<file path="src/rtl/eth_tx_arbiter.sv">
// ---------------------------------------------------------------------------
// eth_tx_arbiter
//
// Shares the single eth_mac TX AXI-stream byte port between NUM_PORTS packet
// sources. Round-robin arbitration at packet granularity: once a port is
// granted it keeps the output until its tlast byte has handshaken. The port
// that just finished drops to the lowest priority for the next round.
// Lives entirely in the clk_mac domain.
//
// Parameters
//   NUM_PORTS    number of requesters, 2..8
//   IFG_CYCLES   idle cycles forced between packets (ETH_TX_ARB_IFG_EN only)
//
// Configuration macro
//   ETH_TX_ARB_IFG_EN  when defined, an inter-frame gap state holds the output
//                      idle for IFG_CYCLES cycles after every packet.
//                      IFG_CYCLES=0 behaves as if the macro were undefined.
//
// Ports
//   clk_mac        MAC clock, the only clock
//   rst_n          asynchronous active-low reset
//   s_axis_tdata   requester bytes, port k on [8k+7:8k]
//   s_axis_tvalid  per-port valid (also the arbitration request)
//   s_axis_tlast   per-port end of packet
//   s_axis_tready  per-port ready, only the granted bit can be 1
//   m_axis_tdata   to tx_axis_mac_tdata
//   m_axis_tvalid  to tx_axis_mac_tvalid
//   m_axis_tlast   to tx_axis_mac_tlast
//   m_axis_tready  from tx_axis_mac_tready
//   grant_idx      current / last granted port
//   busy           1 whenever not idle (packet or gap in progress)
//   pkt_done       one-cycle pulse after each tlast handshake
// ---------------------------------------------------------------------------
module eth_tx_arbiter #(
    parameter int NUM_PORTS  = 4,
    parameter int IFG_CYCLES = 12
) (
    input  logic                         clk_mac,
    input  logic                         rst_n,
    input  logic [NUM_PORTS*8-1:0]       s_axis_tdata,
    input  logic [NUM_PORTS-1:0]         s_axis_tvalid,
    input  logic [NUM_PORTS-1:0]         s_axis_tlast,
    output logic [NUM_PORTS-1:0]         s_axis_tready,
    output logic [7:0]                   m_axis_tdata,
    output logic                         m_axis_tvalid,
    output logic                         m_axis_tlast,
    input  logic                         m_axis_tready,
    output logic [$clog2(NUM_PORTS)-1:0] grant_idx,
    output logic                         busy,
    output logic                         pkt_done
);

    localparam int          IW   = $clog2(NUM_PORTS);
    // One extra bit so rr_ptr + offset can exceed NUM_PORTS-1 before wrapping.
    localparam logic [IW:0] NP_W = (IW + 1)'(NUM_PORTS);

    localparam logic [1:0] ST_IDLE = 2'd0;
    localparam logic [1:0] ST_PKT  = 2'd1;
`ifdef ETH_TX_ARB_IFG_EN
    localparam logic [1:0] ST_GAP  = 2'd2;

    localparam bit                GAP_EN   = (IFG_CYCLES > 0);
    localparam int                CW       = (IFG_CYCLES > 1) ? $clog2(IFG_CYCLES) : 1;
    localparam logic [CW-1:0]     GAP_LOAD = CW'((IFG_CYCLES > 0) ? (IFG_CYCLES - 1) : 0);

    logic [CW-1:0] gap_cnt;
`endif

    logic [1:0]    state;
    logic [IW-1:0] rr_ptr;
    logic [IW-1:0] winner;
    logic [IW-1:0] rr_next;
    logic          req_any;
    logic          in_pkt;
    logic          tlast_hs;

    // ------------------------------------------------------------------
    // Round-robin search: scan rr_ptr, rr_ptr+1, ... wrapping at NUM_PORTS
    // (not at 2^IW) so non-power-of-two port counts never select a
    // nonexistent port. The first hit is kept.
    // ------------------------------------------------------------------
    always_comb begin
        logic [IW:0] idx;
        winner  = rr_ptr;
        req_any = 1'b0;
        idx     = '0;
        for (int unsigned i = 0; i < NUM_PORTS; i++) begin
            idx = {1'b0, rr_ptr} + (IW + 1)'(i);
            if (idx >= NP_W) begin
                idx = idx - NP_W;
            end
            if (!req_any && s_axis_tvalid[idx[IW-1:0]]) begin
                req_any = 1'b1;
                winner  = idx[IW-1:0];
            end
        end
    end

    assign rr_next = (grant_idx == IW'(NUM_PORTS - 1)) ? '0 : grant_idx + IW'(1);

    // ------------------------------------------------------------------
    // Datapath: purely combinational mux from the granted port, forced
    // to zero outside ST_PKT so the MAC sees nothing during arbitration,
    // gap or reset.
    // ------------------------------------------------------------------
    assign in_pkt        = (state == ST_PKT);
    assign m_axis_tvalid = in_pkt & s_axis_tvalid[grant_idx];
    assign m_axis_tlast  = in_pkt & s_axis_tlast[grant_idx];
    assign m_axis_tdata  = in_pkt ? s_axis_tdata[{grant_idx, 3'b000} +: 8] : '0;
    assign tlast_hs      = m_axis_tvalid & m_axis_tready & m_axis_tlast;
    assign busy          = (state != ST_IDLE);

    always_comb begin
        s_axis_tready = '0;
        for (int unsigned i = 0; i < NUM_PORTS; i++) begin
            s_axis_tready[i] = in_pkt & m_axis_tready & (grant_idx == IW'(i));
        end
    end

    // ------------------------------------------------------------------
    // Control FSM
    // ------------------------------------------------------------------
    always_ff @(posedge clk_mac or negedge rst_n) begin
        if (!rst_n) begin
            state     <= ST_IDLE;
            grant_idx <= '0;
            rr_ptr    <= '0;
            pkt_done  <= 1'b0;
`ifdef ETH_TX_ARB_IFG_EN
            gap_cnt   <= '0;
`endif
        end else begin
            pkt_done <= 1'b0;
            case (state)
                ST_IDLE: begin
                    if (req_any) begin
                        grant_idx <= winner;
                        state     <= ST_PKT;
                    end
                end
                ST_PKT: begin
                    // Grant is locked until tlast handshakes; a stalled
                    // source simply holds m_axis_tvalid low.
                    if (tlast_hs) begin
                        pkt_done <= 1'b1;
                        rr_ptr   <= rr_next;
`ifdef ETH_TX_ARB_IFG_EN
                        if (GAP_EN) begin
                            state   <= ST_GAP;
                            gap_cnt <= GAP_LOAD;
                        end else begin
                            state   <= ST_IDLE;
                        end
`else
                        state    <= ST_IDLE;
`endif
                    end
                end
`ifdef ETH_TX_ARB_IFG_EN
                ST_GAP: begin
                    // Loaded with IFG_CYCLES-1 and left on zero: the state
                    // lasts exactly IFG_CYCLES cycles.
                    if (gap_cnt == '0) begin
                        state <= ST_IDLE;
                    end else begin
                        gap_cnt <= gap_cnt - CW'(1);
                    end
                end
`endif
                default: begin
                    state <= ST_IDLE;
                end
            endcase
        end
    end

endmodule

</file>
<file path="config.mk">
export PLATFORM = sky130hd
export DESIGN_NAME = eth_tx_arbiter
export DESIGN_NICKNAME = d
export VERILOG_FILES = /design/src/rtl/eth_tx_arbiter.sv
export SDC_FILE = /design/constraint.sdc
export NUM_CORES = 1
export LEC_CHECK = 0
export ABC_CLOCK_PERIOD_IN_PS = 1500
export CORE_MARGIN = 2
export CORE_UTILIZATION = 28
export CTS_CLUSTER_DIAMETER = 120
export CTS_CLUSTER_SIZE = 20
export DETAILED_ROUTE_END_ITERATION = 12
export PLACE_DENSITY = 0.79
export SETUP_SLACK_MARGIN = 0.4
export SLEW_MARGIN = 0
export SYNTH_ARGS = -nofsm -noshare
export SYNTH_HDL_FRONTEND = slang
export SYNTH_SLANG_ARGS = --single-unit
</file>
<file path="constraint.sdc">
create_clock -name clk_mac -period 1.5 [get_ports clk_mac]
set_clock_uncertainty 0.1 [all_clocks]
set_input_delay 0.15 -clock clk_mac [delete_from_list [all_inputs] [get_ports clk_mac]]
set_output_delay 0.15 -clock clk_mac [all_outputs]
set_load 0.005 [all_outputs]
</file>
==> Implementation_results.wiki <==
{| class="wikitable"
! Metric !! Value
|-
| Post-synthesis xor/xnor area fraction || 0
|-
| EDFF count, synth || 0
|-
| Antenna diode count || 0
|-
| Data arrival time of the worst path || 2010 ps
|-
| Largest family of logic cells by synthesized area || multiplexers
|-
| Worst-path maximum fanout || 6
|-
| Count of buffers from port buffering || 60
|-
| Leakage power || 0.715 nW
|-
| Power density cells || 1400 nW/um^2
|-
| Vias per cell || 4.87
|-
| Predominant post-synthesis flop cell || sky130_fd_sc_hd__dfrtp_1
|-
| Root Buffer Master || sky130_fd_sc_hd__clkbuf_4
|-
| Path category of the worst min-delay check || input pin to async pin
|-
| Transition time at the pin with the least slew margin || 261 ps
|-
| Syn_nets || 111
|-
| Cell with the most instances after synthesis || sky130_fd_sc_hd__and2_1
|-
| Area growth from synthesis to layout || 133%
|-
| Worst hold slack across all endpoints || 28.7 ps
|-
| Detail Placement HPWL || 1.99 mm
|-
| Share of synthesized registers carrying an async set or reset || 1.00
|-
| Die W || 53.7 um
|-
| Compound-Gate Fraction of Synth Area || 0.105
|-
| Core region area || 2410 sq um
|-
| Number of clock buffers inserted by TritonCTS || 3
|-
| Routed wirelength normalized by instance count || 15.2 um
|-
| Cell types with the highest counts after synthesis || 10 x sky130_fd_sc_hd__and2_1, 7 x sky130_fd_sc_hd__mux4_2, 6 x sky130_fd_sc_hd__dfrtp_1, 6 x sky130_fd_sc_hd__inv_1
|-
| Leading post-synthesis cells by cell area || sky130_fd_sc_hd__mux4_2 23%, sky130_fd_sc_hd__dfrtp_1 22%, sky130_fd_sc_hd__mux4_1 11%
|-
| Worst Path Class, Setup || flop to flop
|-
| CTS tree || yes
|-
| Kind of end point of the critical path || flop
|-
| Violated checks || negative setup slack
|-
| Total Routing Usage GR || 0.195
|-
| Portion of synthesized cell area occupied by the leading cell type || 0.228
|-
| Initial core utilization || 0.287
|-
| Number of flip-flops and latches in the synthesized netlist || 6
|-
| Floorplan row count || 18
|-
| Clock latency on the worst-skew pair || 250 ps
|-
| Die area || 2880 sq um
|-
| Deepest clock path buffer count || 2
|-
| Post-route antenna net violation count || 0
|-
| Sequential-to-total area share from yosys stat || 0.217
|-
| Overall overflow remaining after global route || 0
|-
| Total Power || 0.00227 W
|-
| Drt total wl || 2.75 mm
|-
| Number of global-route vias before repair || 895
|-
| Total of endpoints with negative setup slack in the final report || 18
|-
| Highest clock rate || 517 MHz
|-
| Required time of the worst setup path || 1570 ps
|-
| Share of cell area taken by muxes after synthesis || 0.373
|-
| Synthesized-area fraction occupied by and/or/nand/nor cells || 0.175
|-
| R2R cell count || 7
|-
| Count of H-tree levels built during CTS || 1
|-
| RSZ-0062 raised after global routing || yes
|-
| Total count of hold-check failures in the final report || 0
|-
| Top-Level Pins || 61
|-
| Run status || complete, but fails checks
|-
| Final estimated routing congestion in global placement || 0.763
|-
| Number of nets in the final layout || around 200
|-
| Cell accounting for the most synthesized area || sky130_fd_sc_hd__mux4_2
|-
| Share of cells above drive strength 1 || 0.490
|-
| Initial antenna violation count || 0
|-
| Worst-case vdd ir drop || 0.804 mV
|-
| Post-synthesis adder-cell area fraction || 0.0723
|-
| Wire length of the first global-routing pass || around 4.0 mm
|-
| Post-Route Utilization || 0.670
|-
| Mean instance size in the synthesized netlist || about 11 sq um
|-
| 1st-iter DRT viols || 13
|-
| Via count of the routed design || 882
|-
| Remaining DRCs || 0
|-
| Startpoint kind of the worst setup timing path || flop
|-
| Clock slew at reported path FFs || 50 ps
|-
| Drt pass-1 iters || 6
|-
| Y dimension of the die || 53.7 um
|-
| Time the final worst path needs with I/O delays and setup || about 1900 ps
|-
| Worst rel slew slack || 0.825
|-
| Final critical-path share of the clock period || 1.29
|-
| Count of different cell masters after synthesis || 24
|-
| CTS sink cnt || 6
|-
| Count of synthesis-stage warnings from yosys || 0
|-
| Total standard cell area after synthesis || 692 sq um
|-
| Instance count of the mapped netlist || 64
|-
| Number of violations of the max-capacitance limit || 0
|-
| Maximum number of pins on one net before global-route repair || 16
|-
| Post-route worst setup slack || -436 ps
|-
| Number of pins with negative max-slew slack in the final report || 0
|}
-- cells in the final DEF, fill, tap and decap left out, types with 3 or more instances in the layout --
cell,Yosys,routed
sky130_fd_sc_hd__and3_1,4,4
sky130_fd_sc_hd__dlygate4sd2_1,0,4
sky130_fd_sc_hd__dfrtp_2,0,3
sky130_fd_sc_hd__ha_4,0,3
sky130_fd_sc_hd__dfrtp_1,6,3
sky130_fd_sc_hd__inv_1,6,3
sky130_fd_sc_hd__buf_6,0,16
sky130_fd_sc_hd__buf_4,0,14
sky130_fd_sc_hd__mux4_2,7,10
sky130_fd_sc_hd__and2_1,10,9
sky130_fd_sc_hd__a21oi_1,4,3
sky130_fd_sc_hd__buf_2,2,12
sky130_fd_sc_hd__clkdlybuf4s50_1,0,38
sky130_fd_sc_hd__clkbuf_4,0,3
-- registers in the layout, summed over array words and instances (netlist names) --
signal,flops
grant_idx,2
pkt_done,1
rr_ptr,2
state,1
-- report_power, final --
part / leakage, nW / switching, W / internal (W)
Clock: 0.0150 / 0.0000645 / 0.000101
Combinational: 0.630 / 0.000659 / 0.00114
Sequential: 0.0696 / 0.0000666 / 0.000236
-- cell families after synthesis --
kind of cell,count (synthesis)
flip-flops,6
buffers and inverters,10
AND/OR/NAND/NOR,20
AO/OA/AOI/OAI,12
adder cells (fa/ha/maj),4
multiplexers,12
-- worst max-delay path: stages, from the launching register on --
cell and delay (ps):
sky130_fd_sc_hd__dfrtp_2 430, sky130_fd_sc_hd__buf_12 140, sky130_fd_sc_hd__buf_6 110, sky130_fd_sc_hd__mux4_2 340, sky130_fd_sc_hd__buf_6 90, sky130_fd_sc_hd__nand4_1 180
sky130_fd_sc_hd__or3_1 400, sky130_fd_sc_hd__o21ai_2 70
-- through the flow --
stage / setup slack (ps) / TNS (ps) / cell area (sq um) / std cells
finish: -436 / -5840 / 1610 / 181
global route: -485 / -6890 / 1610 / 181
CTS: -394 / -5200 / 1580 / 180
detailed placement: -515 / -7950 / 1410 / 163
global placement: -496 / -7710 / 1410 / 163
floorplan: -106 / -452 / 698 / 64
-- worst paths after layout --
kind | to | startpoint | slack (ps)
worst max-delay path | rr_ptr[0] | grant_idx[0] | -440
worst min-delay path | grant_idx[1] | rst_n | 30
worst max register to register | rr_ptr[0] | grant_idx[0] | -440
worst min register to register | rr_ptr[0] | rr_ptr[0] | 510
max in group asynchronous | state[0] | rst_n | 1030
min in group clk_mac | grant_idx[1] | s_axis_tvalid[3] | 420
-- metal layers --
metal / share of wire / GRT usage
met2: 0.49 / 0.358
met3: 0.15 / 0.0861
met4: 0.015 / 0.0769
met1: 0.35 / 0.188
met5: 0 / 0
-- layout make-up --
class / instances / area [sq um]
timing repair buffer: 87 / 796
fill: 179 / 796
multi-input combinational: 48 / 573
sequential: 6 / 154
tap: 30 / 37.5
inverter: 6 / 27.5
clock buffer: 4 / 26.3
-- timing repair --
action	CTS	global route
resized for setup	100	7
pin swaps	14	1
hold buffers	0	0
setup endpoints to repair	24	23
buffers inserted	13	1
Power figures use the tool's default switching activity.
